## src/rtl/ni_resend_transaction_fifo.sv

```systemverilog
// In-order store of per-transaction response info (type, ID, source) for the NI target.
// Optional same-cycle bypass when empty is enabled by defining NI_RESEND_TXN_FIFO_BYPASS_EN.
module ni_resend_transaction_fifo #(
  parameter int ID_WD  = 8,
  parameter int SRC_WD = 5,
  parameter int DEPTH  = 4
) (
  input  logic                     clk,
  input  logic                     rst,
  input  logic                     push_valid,
  output logic                     push_ready,
  input  logic                     push_is_read,
  input  logic [ID_WD-1:0]         push_id,
  input  logic [SRC_WD-1:0]        push_source,
  output logic                     pop_valid,
  input  logic                     pop_ready,
  output logic                     head_is_read,
  output logic [ID_WD-1:0]         head_id,
  output logic [SRC_WD-1:0]        head_source,
  output logic [$clog2(DEPTH):0]   count,
  output logic                     err_overflow
);

  localparam int CNT_WD   = $clog2(DEPTH) + 1;
  localparam int PTR_WD   = $clog2(DEPTH);
  localparam int ENTRY_WD = 1 + ID_WD + SRC_WD;

  logic [ENTRY_WD-1:0] mem [DEPTH];
  logic [PTR_WD-1:0]   wr_ptr_reg, wr_ptr_next;
  logic [PTR_WD-1:0]   rd_ptr_reg, rd_ptr_next;
  logic [CNT_WD-1:0]   count_reg, count_next;
  logic                err_overflow_reg;

  logic                empty;
  logic                full;
  logic                bypass_take;
  logic                push_fire;
  logic                pop_fire;
  logic [ENTRY_WD-1:0] push_entry;
  logic [ENTRY_WD-1:0] head_entry;

  assign empty      = (count_reg == '0);
  assign full       = (count_reg == CNT_WD'(DEPTH));
  assign push_entry = {push_is_read, push_id, push_source};

`ifdef NI_RESEND_TXN_FIFO_BYPASS_EN
  // Empty store with a ready consumer: the entry goes straight through and is never written.
  assign bypass_take = empty & push_valid & pop_ready;
`else
  assign bypass_take = 1'b0;
`endif

  assign push_fire = push_valid & ~full & ~bypass_take;
  assign pop_fire  = ~empty & pop_ready;

  always_comb begin
    wr_ptr_next = wr_ptr_reg;
    rd_ptr_next = rd_ptr_reg;
    count_next  = count_reg;
    if (push_fire) begin
      wr_ptr_next = (wr_ptr_reg == PTR_WD'(DEPTH - 1)) ? '0 : wr_ptr_reg + 1'b1;
    end
    if (pop_fire) begin
      rd_ptr_next = (rd_ptr_reg == PTR_WD'(DEPTH - 1)) ? '0 : rd_ptr_reg + 1'b1;
    end
    unique case ({push_fire, pop_fire})
      2'b10:   count_next = count_reg + 1'b1;
      2'b01:   count_next = count_reg - 1'b1;
      default: count_next = count_reg;
    endcase
  end

  always_ff @(posedge clk) begin
    if (rst) begin
      wr_ptr_reg       <= '0;
      rd_ptr_reg       <= '0;
      count_reg        <= '0;
      err_overflow_reg <= 1'b0;
    end else begin
      wr_ptr_reg <= wr_ptr_next;
      rd_ptr_reg <= rd_ptr_next;
      count_reg  <= count_next;
      if (push_valid & full) begin
        err_overflow_reg <= 1'b1;
      end
    end
  end

  // Storage carries no reset; validity is tracked solely by count.
  always_ff @(posedge clk) begin
    if (push_fire) begin
      mem[wr_ptr_reg] <= push_entry;
    end
  end

  always_comb begin
    head_entry = '0;
    pop_valid  = 1'b0;
    if (!empty) begin
      head_entry = mem[rd_ptr_reg];
      pop_valid  = 1'b1;
    end
`ifdef NI_RESEND_TXN_FIFO_BYPASS_EN
    else if (push_valid) begin
      head_entry = push_entry;
      pop_valid  = 1'b1;
    end
`endif
  end

  assign {head_is_read, head_id, head_source} = head_entry;
  assign push_ready   = ~full;
  assign count        = count_reg;
  assign err_overflow = err_overflow_reg;

endmodule
```

## config.mk

```make
export PLATFORM = sky130hd
export DESIGN_NAME = ni_resend_transaction_fifo
export DESIGN_NICKNAME = d
export VERILOG_FILES = /design/src/rtl/ni_resend_transaction_fifo.sv
export SDC_FILE = /design/constraint.sdc
export NUM_CORES = 1
export LEC_CHECK = 0
export BUFFER_PORTS_ARGS = -buffer_cell sky130_fd_sc_hd__buf_2
export CORE_MARGIN = 3
export CORE_UTILIZATION = 45
export DETAILED_ROUTE_END_ITERATION = 8
export PLACE_DENSITY = 0.65
export SYNTH_ARGS = -nofsm -noshare
export SYNTH_HDL_FRONTEND = slang
export SYNTH_SLANG_ARGS = --single-unit
```

## constraint.sdc

```tcl
create_clock -name clk -period 2.96 [get_ports clk]
set_clock_uncertainty 0.15 [all_clocks]
set_input_delay 0 -clock clk [delete_from_list [all_inputs] [get_ports clk]]
set_output_delay 0 -clock clk [all_outputs]
set_load 0.01 [all_outputs]
```

## Yosys cells after proc, flatten, opt, wreduce, memory -nomap -nowiden

Memory sizes are Yosys's and may differ from the RTL's. A register that Yosys moved wholly into a read port is not among the register bits.
Cells that the tools add are included.

| storage, ports and cells | value |
|---|---|
| memories | 1 |
| word-level logic and storage cells | 30 |
| bits of input ports | 18 |
| output and inout port bits | 20 |
| flip-flop bits (word level) | 8 |
| bits in writable memories | 56 |

Memories:

| name | words | width | rd ports | clocked after Yosys merged registers in | write ports | RTL line | text |
|---|---|---|---|---|---|---|---|
| mem | 4 | 14 | 1 | 1 | 1 | 28 | `logic [ENTRY_WD-1:0] mem [DEPTH];` |

| operators by class | value |
|---|---|
| reduce and logical (&&, ||, !) cells | 2 |
| $add $sub $neg | 4 |
| bitwise logic cells | 5 |
| equal/unequal tests | 5 |
| muxes and demuxes | 9 |

Operator list:

| operator | count |
|---|---|
| $mux W14 | 1 |
| $mux W2 | 4 |
| $eq A2 B2 Y1 const B | 3 |
| $pmux W3 S2 | 1 |
| $add A2 B1 Y2 const B | 2 |
| $add A3 B1 Y3 const B | 1 |
| $and A1 B1 Y1 | 3 |
| $eq A3 B3 Y1 const B | 1 |
| $logic_not A3 Y1 | 1 |
| $mux W1 | 3 |
| $sub A3 B1 Y3 const B | 1 |
| $eq A2 B1 Y1 const B | 1 |
| $not A1 Y1 | 2 |
| $reduce_bool A2 Y1 | 1 |

## Depth between registers and ports, before layout

Gate-level depths: netlist (run 1).

| logic depth | value |
|---|---|
| depth in word-level cells | 5 |
| mapped depth | 10 |
| gate-level depth less buffers | 9 |

## Worst setup path after synthesis (run 1)

OpenSTA, ideal clock, no wires.

| timing | value |
|---|---|
| kind | flip-flop to flip-flop |
| start | register count_reg[2] (netlist: count[2]) |
| end | register count_reg[2] (netlist: count[2]) |
| stages on the path, launching flop included | 11 |
| required time | 2.739 ns |
| library setup time | 0.071 ns |
| arrival | 2.293 ns |
| path buffers | 1 |
| clock period less this slack | 2.514 ns |
| setup slack | 0.446 ns |
| path through | dfxtp_1 or3b_1 buf_2 and2_4 inv_1 ha_1 inv_1 fa_1 xor2_1 or3_1 a21oi_1 |

| on the way | value |
|---|---|
| word-level cells in the longest chain between the ends | 5 |
| elaborated cells between the ends (all ways) | 12 |
| classes of those cells | 2 x add/sub; 3 x eq/ne; 1 x mux; 4 x bitwise; 2 x reduce/logical |

RTL lines:

| element | RTL line | text |
|---|---|---|
| start, declared | 31 | `logic [CNT_WD-1:0] count_reg, count_next;` |
| start signal, assigned | 82 | `count_reg <= count_next;` |
| $eq A3 B3 Y1 (*) | 43 | `assign full = (count_reg == CNT_WD'(DEPTH));` |
| $not A1 Y1 (*) | n/a |  |
| net push_ready | 11 | `output logic push_ready,` |
| $and A1 B1 Y1 (*) | 53 | `assign push_fire = push_valid & ~full & ~bypass_take;` |
| $eq A2 B1 Y1 or $eq A2 B2 Y1 (tied branches) | 66 | `unique case ({push_fire, pop_fire})` |
| $pmux W3 S2 or $reduce_bool A2 Y1 (tied branches) | n/a |  |

The timed path passes the listed nets; every way through them passes the cells marked *.
A chain may end at the register's enable or synchronous reset.

## Worst setup path after layout (run 1)

| timing | value |
|---|---|
| start | register count_reg[2] (netlist: count[2]) |
| end | register count_reg[2] (netlist: count[2]) |

| on the way | value |
|---|---|
| word-level cells in the longest chain between the ends | 5 |
| elaborated cells between the ends (all ways) | 12 |
| classes of those cells | 2 x add/sub; 3 x eq/ne; 1 x mux; 4 x bitwise; 2 x reduce/logical |

RTL lines:

| element | RTL line |
|---|---|
| $eq A3 B3 Y1 or $logic_not A3 Y1 (tied branches) | 43, 42 |
| $not A1 Y1 (on tied branches) | 53, 54 |
| $and A1 B1 Y1 (on tied branches) | 53, 54 |
| $eq A2 B1 Y1 or $eq A2 B2 Y1 (tied branches) | 66 |
| $pmux W3 S2 or $reduce_bool A2 Y1 (tied branches) | n/a |

Several ways; a longest one is shown, not always the timed one.

==> results of run 1 <==
## layer usage
layer	wire length, microns	part of all wire, %	up-vias	GRT usage (%)
met5	0	0	-	0
met4	105	2.3	0	8.970
met3	190	4.1	10	5.098
met2	2381	52	34	25.80
met1	1915	42	707	18.57
li1	-	-	680	-
## cell usage after synthesis
master	instances
a21o_1	1
a21oi_1	4
a41oi_1	1
and2_4	1
and3_1	4
buf_2	3
buf_6	1
clkbuf_1	2
dfxtp_1	10
edfxtp_1	56
fa_1	1
ha_1	6
inv_1	8
mux2i_1	1
mux4_2	14
nand2_1	1
nand3_1	2
nor2_1	5
nor2b_1	14
nor3_1	2
o21ai_0	1
o31ai_1	1
o31ai_2	1
or3_1	2
or3b_1	1
xor2_1	2
## worst reg2reg max path, delay by kind of cell (launching register included)
kind | cells | cell delay (ns)
simple gates | 3 | 1.09
flops | 1 | 0.46
compound gates | 1 | 0.14
buf+inv | 2 | 0.11
fa+ha+maj | 2 | 0.56
xor+xnor | 1 | 0.17
## through the flow
stage	power [W]	util, %	worst slack (ns)	hold WS, ns
final	0.002684	58.29	0.2126	0.2612
after global routing	0.002845	58.29	0.1356	0.2549
after CTS	0.002728	58.29	0.2365	0.2433
after detailed placement	0.002019	51.87	0.2487	0.06523
after global placement	0.001977	51.87	0.4598	0.05983
after floorplan	0.001719	-	0.4461	-0.05113
## worst max-delay path by stage
stage	startpoint	endpoint	slack [ns]	depth (start not counted)
6_report	count[2]	count[2]	0.21	9
5_1_grt	count[2]	count[2]	0.14	9
4_1_cts	count[2]	count[2]	0.24	9
3_5_place_dp	count[2]	count[2]	0.25	9
3_3_place_gp	count[2]	count[2]	0.46	9
2_1_floorplan	count[2]	count[2]	0.45	10
## report_power, final
part           total [W]  leakage, nW  switching [W]  internal, W
registers        0.00121        0.596      0.0000898      0.00112
clock network   0.000683        0.103       0.000313     0.000370
logic           0.000788        0.512       0.000408     0.000380
## repair_timing
item                                   CTS  global route
endpoints found under the hold margin   66             0
resized for setup                        0             0
hold buffers                            17             0
## logic make-up (layout without fill, tap and decap cells)
group	after synthesis	after routing	share of synthesized area, %
buf+inv	14	80	2.426
flops	66	66	71.55
compound gates	9	9	2.331
mux	15	15	12.37
xor+xnor	2	2	0.6662
simple gates	32	32	7.041
fa+ha+maj	7	7	3.616
## layout make-up
cell class | count | area [sq um]
multi-input combinational | 65 | 689.4
timing repair buffer | 56 | 370.4
fill | 457 | 2325
tap | 72 | 90.09
sequential | 66 | 1882
clock inverter | 4 | 22.52
clock buffer | 12 | 165.2
inverter | 8 | 30.03
==> qor.csv, run 1 <==
metric,value,unit
run_status,finished clean,
syn_area,2630,sq um
crit_type,flop to flop,
cts_buffer_depth,2,
start_util,47.18,%
wl_per_cell,16.23,microns
cellPowerDensity,826.1,nW/um^2
mostFrequentLayoutCells,"edfxtp_1 (56), buf_2 (37), dlygate4sd3_1 (17), mux4_2 (14), nor2b_1 (14)",
postCtsSetupRepairBufs,0,
crit_family,simple AND/OR/NAND/NOR gates,
min_from,push_id[0],
finalMaxSlewViolations,0,
placed_area,2892,sq um
hold_violations,0,
via_per_inst,5.057,
period_minus_slack,2.747,ns
clock.fmax,364.0,MHz
drt_iter0_drc,103,
cts_root_buffer,clkbuf_8,
hp-class,input pin to flop,
htree_levels,3,
r2r_start,count[2],
rsz0062_at_grt,no,
design_area,3249,sq um
grt_overflow,0,
grt_pass1_vias,1515,
critPathMaxStageDelay,0.52,ns
grt_pass1_wl,7472,microns
cp_common_cell,inv_1,
cp-start-kind,flop,
core_area,5574,sq um
grt_max_degree,16,
io_buffers,37,
syn_to_final_growth,23.55,%
critical_path_arrival,2.87,ns
die_h,82.45,microns
num_rows,27,
grt_usage,15.89,%
final_nets,231,
firstDrtPassIters,4,
ys_types,26,
gp_congestion,0.7856,
r2r_cells,9,
wirelength,4593,microns
synthCells,145,
synth_top_area_share,63.94,%
antenna_found_initial,0,
placedCellCount,250,
reg2reg_to,count[2],
drc,0,
endpoint_kind,flop,
n_antenna_cell,0,
crit_fanout,9,
largest_reg_flops,56,
crit_buf_inv,2,
dieArea,6798,sq um
ys_seq_area_share,71.55,%
hpwl,3011,microns
required,3.08,ns
timing.setup.tns,0,ns
cts.sinks,66,
cp_slowest_cell,or3b_1,
ir_worst_vdd,0.6458,mV
clk-insertion-delay-late,0.33,ns
cts_made_buffers,9,
r2r_slack,0.21,ns
ant_nets,0,
path_cells,or3b_1 -> and2_4 -> inv_1 -> ha_1 -> inv_1 -> fa_1 -> xor2_1 -> or3_1 -> a21oi_1,
num_vias,1431,
fin_cells,283,
yosys.area.top_type,edfxtp_1,
die_w,82.45,microns
final_common_cell,edfxtp_1,
maxCapViolations,0,
syn-num-nets,170,
num_io_pins,38,
setup_viol,0,
cts.clk_slew.worst_paths,0.07,ns
synth.ff_latch_count,66,
power.leakage,1.211,nW
holdPathStages,2,
period_share,92.82,%
syn-mean-instance-area,18.14,sq um
cts_tree,yes,
slew_headroom,49.19,%
ys_warn_count,0,
whs_endpoint,mem[3][5],
tightest_slew,0.7622,ns
drive_gt1_share,34.12,%
ys_top_cells_by_area,"edfxtp_1 (64%), mux4_2 (12%), dfxtp_1 (7.6%)",
Power figures use the tool's default switching activity.
==> run 2, diff against run 1 <==
CORE_UTILIZATION = 30   (was 45)
PLACE_DENSITY = unset   (was 0.65)
==> run 2 against run 1 <==
Against the previous run: final area grew 2.7%; clock power grew 29%; largest power group unchanged; critical endpoint unchanged; largest cell class unchanged; sequential share of layout area shrank 1.5 points; setup slack gained 0.13 ns; highest routed layer unchanged.
==> qor.csv, run 2 (synthesized netlist as in run 1, its figures left out) <==
metric,value,unit
hpwl,2961,microns
grt_usage,10.30,%
cts_tree,yes,
internal_power,0.002056,W
cp-start-kind,flop,
critPathMaxStageDelay,0.50,ns
fill_cells,772,
worst-path-stages,9,
clk-insertion-delay-late,0.33,ns
wl_per_cell,15.17,microns
antenna_found_initial,0,
reg2reg_to,count[2],
rsz0062_at_grt,no,
clockPowerShare,30.6,%
timing.setup.tns,0,ns
final_common_cell,edfxtp_1,
required,3.08,ns
grt_pass1_wl,7507,microns
power.leakage,1.228,nW
crit_fanout,9,
num_io_pins,38,
cts_made_buffers,9,
ant_nets,0,
maxCapViolations,0,
holdBufCountCts,17,
period_minus_slack,2.621,ns
ir_worst_vdd,0.3658,mV
htree_levels,3,
drive_gt1_share,33.65,%
regArea,1882,sq um
crit_family,simple AND/OR/NAND/NOR gates,
clock.fmax,381.5,MHz
die_w,99.63,microns
num_rows,33,
core_area,8382,sq um
postCtsSetupRepairBufs,0,
grt_max_degree,16,
via_per_inst,4.440,
timing.critical_path.from,count[2],
cts_buffer_depth,2,
n_antenna_cell,0,
path_cells,or3b_1 -> and2_4 -> inv_1 -> ha_1 -> inv_1 -> fa_1 -> xor2_1 -> or3_1 -> a21oi_1,
cp_common_cell,inv_1,
cts_root_buffer,clkbuf_8,
holdPathStages,2,
hold_violations,0,
run_status,finished clean,
drc,0,
critical_path_arrival,2.74,ns
grt_pass1_vias,1461,
cts.sinks,66,
period_share,88.56,%
die_h,99.63,microns
seqPwrFrac,41.8,%
cts.clk_slew.worst_paths,0.07,ns
cp_slowest_cell,or3b_1,
hp-class,input pin to flop,
start_util,31.38,%
slew_headroom,47.32,%
mostFrequentLayoutCells,"edfxtp_1 (56), buf_2 (37), dlygate4sd3_1 (17), mux4_2 (14), nor2b_1 (14)",
combPwrFrac,27.6,%
wirelength,4793,microns
grt_overflow,0,
cp-endpoint,count[2],
io_buffers,37,
largest_reg_flops,56,
cts_resized,0,
r2r_cells,9,
crit_buf_inv,2,
drt_iter0_drc,64,
firstDrtPassIters,4,
swShare,28.67,%
crit_type,flop to flop,
p_sw,0.0008262,W
syn_to_final_growth,26.83,%
dieArea,9926,sq um
cellPowerDensity,864.0,nW/um^2
r2r_slack,0.34,ns
whs,0.2686,ns
setup_viol,0,
finalMaxSlewViolations,0,
endpoint_kind,flop,
tightest_slew,0.7901,ns
num_vias,1403,
gp_congestion,0.7111,
multi_input_area,689.4,sq um
r2r_start,count[2],
final_nets,231,
[run 2: cell count changes in the layout (fill, tap and decap cells not counted)]
cell,change
bufinv_16,+3
clkbuf_1,+1
clkbuf_8,-3
clkinv_2,+1
inv_4,-2
[run 2: final cells by class]
cell class                      instances  share of cell area (%)
Clock buffer                           10                   3.826
Clock inverter                          6                   3.151
Inverter                                8                  0.9002
Multi-Input combinational cell         65                   20.67
Sequential cell                        66                   56.41
Tap cell                              105                   3.938
Timing Repair Buffer                   56                   11.10
[run 2: power groups by stage]
stage | Clock (W) | Combinational [W] | Sequential (W)
3_3_place_gp | 0 | 0.000785 | 0.00122
5_1_grt | 0.000946 | 0.000886 | 0.00122
4_1_cts | 0.000904 | 0.000815 | 0.00121
6_report | 0.000882 | 0.000795 | 0.00121
2_1_floorplan | 0 | 0.000530 | 0.00119
3_5_place_dp | 0 | 0.000792 | 0.00123
[run 2: worst min path at each step]
stage | start | to | slack (ns)
4_1_cts | push_id[5] | mem[2][10] | 0.25
6_report | push_id[4] | mem[1][9] | 0.27
3_5_place_dp | push_source[2] | mem[3][2] | 0.07
5_1_grt | push_id[0] | mem[0][5] | 0.26
3_3_place_gp | push_source[0] | mem[2][0] | 0.07
2_1_floorplan | push_source[0] | mem[0][0] | -0.05
[run 2: metrics by stage]
step / power [W] / utilization [%] / setup WS [ns] / instance area [sq um] / instances
2_1_floorplan: 0.001719 / - / 0.4461 / 2630 / 145
3_3_place_gp: 0.002007 / 34.99 / 0.4218 / 2933 / 283
3_5_place_dp: 0.002020 / 34.99 / 0.3566 / 2933 / 283
4_1_cts: 0.002928 / 39.80 / 0.3379 / 3336 / 316
5_1_grt: 0.003054 / 39.80 / 0.2008 / 3336 / 316
6_report: 0.002882 / 39.80 / 0.3386 / 3336 / 316
[run 2: per-layer routing]
layer,part of all wire (%),track usage [%],vias to the layer above,routed length [microns]
li1,-,-,677,-
met1,45,12.87,684,2152
met2,49,16.58,36,2370
met3,4.1,3.156,6,198
met4,1.5,4.412,0,72
met5,0,0,-,0
==> run 3, diff against run 2 <==
--- a/config.mk
+++ b/config.mk
@@ -11,2 +11,3 @@
 export DETAILED_ROUTE_END_ITERATION = 8
+export PLACE_DENSITY = 0.59
 export SYNTH_ARGS = -nofsm -noshare
==> constraint.sdc (replaced) <==
create_clock -name clk -period 2.96 [get_ports clk]
set_clock_uncertainty 0.15 [all_clocks]
set_input_delay 0.296 -clock clk [delete_from_list [all_inputs] [get_ports clk]]
set_output_delay 0.296 -clock clk [all_outputs]
set_load 0.01 [all_outputs]
==> run 3 against run 2 <==
Against the previous run: first-iteration DRC count decreased by 52%; total power decreased by 6.3%; sequential share of layout area is 3.6 points higher; utilization down 2.4 points; global-route usage down 0.54 points; register-to-register slack hardly changed; cell count fell by 5.4%; critical path type unchanged.
==> qor.csv, run 3 (synthesized netlist as in run 1, its figures left out) <==
metric,value,unit
endpoint_kind,flop,
cts_buffer_depth,2,
wl_per_cell,14.68,microns
cp-start-kind,flop,
r2r_start,count[2],
period_minus_slack,2.624,ns
io_buffers,37,
crit_type,flop to flop,
fin_cells,299,
core_area,8382,sq um
critical_path_arrival,2.75,ns
whs_endpoint,mem[1][1],
min_from,push_source[1],
htree_levels,3,
clockPowerShare,26.6,%
combPwrFrac,28.8,%
cts.clk_slew.worst_paths,0.07,ns
power.total,0.002700,W
hp-class,input pin to flop,
num_vias,1326,
hpwl,2894,microns
cellPowerDensity,860.4,nW/um^2
timing.setup.tns,0,ns
drc,0,
dieArea,9926,sq um
final_common_cell,edfxtp_1,
largest_reg_flops,56,
clk-insertion-delay-late,0.34,ns
mostFrequentLayoutCells,"edfxtp_1 (56), buf_2 (37), mux4_2 (14), nor2b_1 (14), dfxtp_1 (10)",
start_util,31.38,%
drt_iter0_drc,31,
tightest_slew,0.7534,ns
internal_power,0.001883,W
die_h,99.63,microns
holdPathStages,1,
fill_cells,785,
syn_to_final_growth,19.31,%
n_antenna_cell,0,
grt_pass1_vias,1422,
power.leakage,1.127,nW
crit_fanout,9,
postCtsSetupRepairBufs,0,
ant_nets,0,
num_io_pins,38,
r2r_cells,9,
grt_overflow,0,
cts_resized,0,
swShare,30.26,%
required,3.09,ns
cts_tree,yes,
drive_gt1_share,36.08,%
period_share,88.64,%
slew_headroom,49.77,%
cts.sinks,66,
gp_congestion,0.6727,
r2r_slack,0.34,ns
ir_worst_vdd,0.3247,mV
p_sw,0.0008171,W
grt_pass1_wl,7100,microns
run_status,finished clean,
via_per_inst,4.435,
maxCapViolations,0,
cts_made_buffers,9,
finalMaxSlewViolations,0,
holdBufCountCts,0,
cts_root_buffer,clkbuf_8,
rsz0062_at_grt,no,
reg2reg_to,count[2],
wirelength,4390,microns
num_rows,33,
seqPwrFrac,44.6,%
firstDrtPassIters,3,
hold_violations,0,
grt_usage,9.754,%
final_nets,214,
antenna_found_initial,0,
placedCellCount,283,
clock.fmax,381.1,MHz
grt_max_degree,16,
setup_viol,0,
die_w,99.63,microns
==> run 3: changes by cell type in the layout (fill, tap and decap cells not counted), sizes merged <==
cell	change
bufinv	-2
clkbuf	-1
clkinv	-1
clkinvlp	+3
dlygate4sd3	-17
inv	+1
==> run 3: worst max-delay path by stage <==
stage | startpoint | to | slack [ns] | cells after the start
after floorplan | count[2] | count[2] | 0.45 | 10
after global placement | count[2] | count[2] | 0.41 | 9
after detailed placement | count[2] | count[2] | 0.36 | 9
after CTS | count[2] | count[2] | 0.34 | 9
after global routing | count[2] | count[2] | 0.17 | 9
final | count[2] | count[2] | 0.34 | 9
==> run 3: layout make-up <==
class	instances	area (sq um)	area share, %
flip-flops and latches	66	1882	59.97
multi-input cells	65	689.4	21.97
repair buffers	39	212.7	6.778
well taps	105	131.4	4.187
clock buffers	9	123.9	3.947
clock inverters	7	68.82	2.193
inverters	8	30.03	0.9569
==> run 3: worst max-delay path: stages (launching register included) <==
cell	delay, ns
dfxtp_1	0.45
or3b_1	0.50
and2_4	0.21
inv_1	0.05
ha_1	0.17
inv_1	0.06
fa_1	0.37
xor2_1	0.15
or3_1	0.30
a21oi_1	0.14
==> run 3: routing by layer <==
metal,vias up,global-route usage [%],share of wire [%]
li1,640,-,-
met5,-,0,0
met1,647,10.11,39
met4,0,5.357,2.3
met2,29,16.89,53
met3,10,3.787,5.5
==> run 3: power by group through the flow <==
stage	clock network [W]	registers, W	logic (W)
after floorplan	0	0.00119	0.000530
after global routing	0.000789	0.00122	0.000869
after CTS	0.000743	0.00121	0.000801
after global placement	0	0.00122	0.000793
final	0.000719	0.00120	0.000777
after detailed placement	0	0.00123	0.000800
==> run 3: per-stage QoR <==
| stage | utilization, % | hold slack, ns | worst slack (ns) | cell area (sq um) |
|---|---|---|---|---|
| after floorplan | - | 0.2449 | 0.4461 | 2630 |
| after global placement | 35.14 | 0.3055 | 0.4131 | 2945 |
| after detailed placement | 35.14 | 0.3105 | 0.3607 | 2945 |
| after CTS | 37.44 | 0.006511 | 0.3379 | 3138 |
| after global routing | 37.44 | 0.01082 | 0.1704 | 3138 |
| final | 37.44 | 0.01764 | 0.3363 | 3138 |
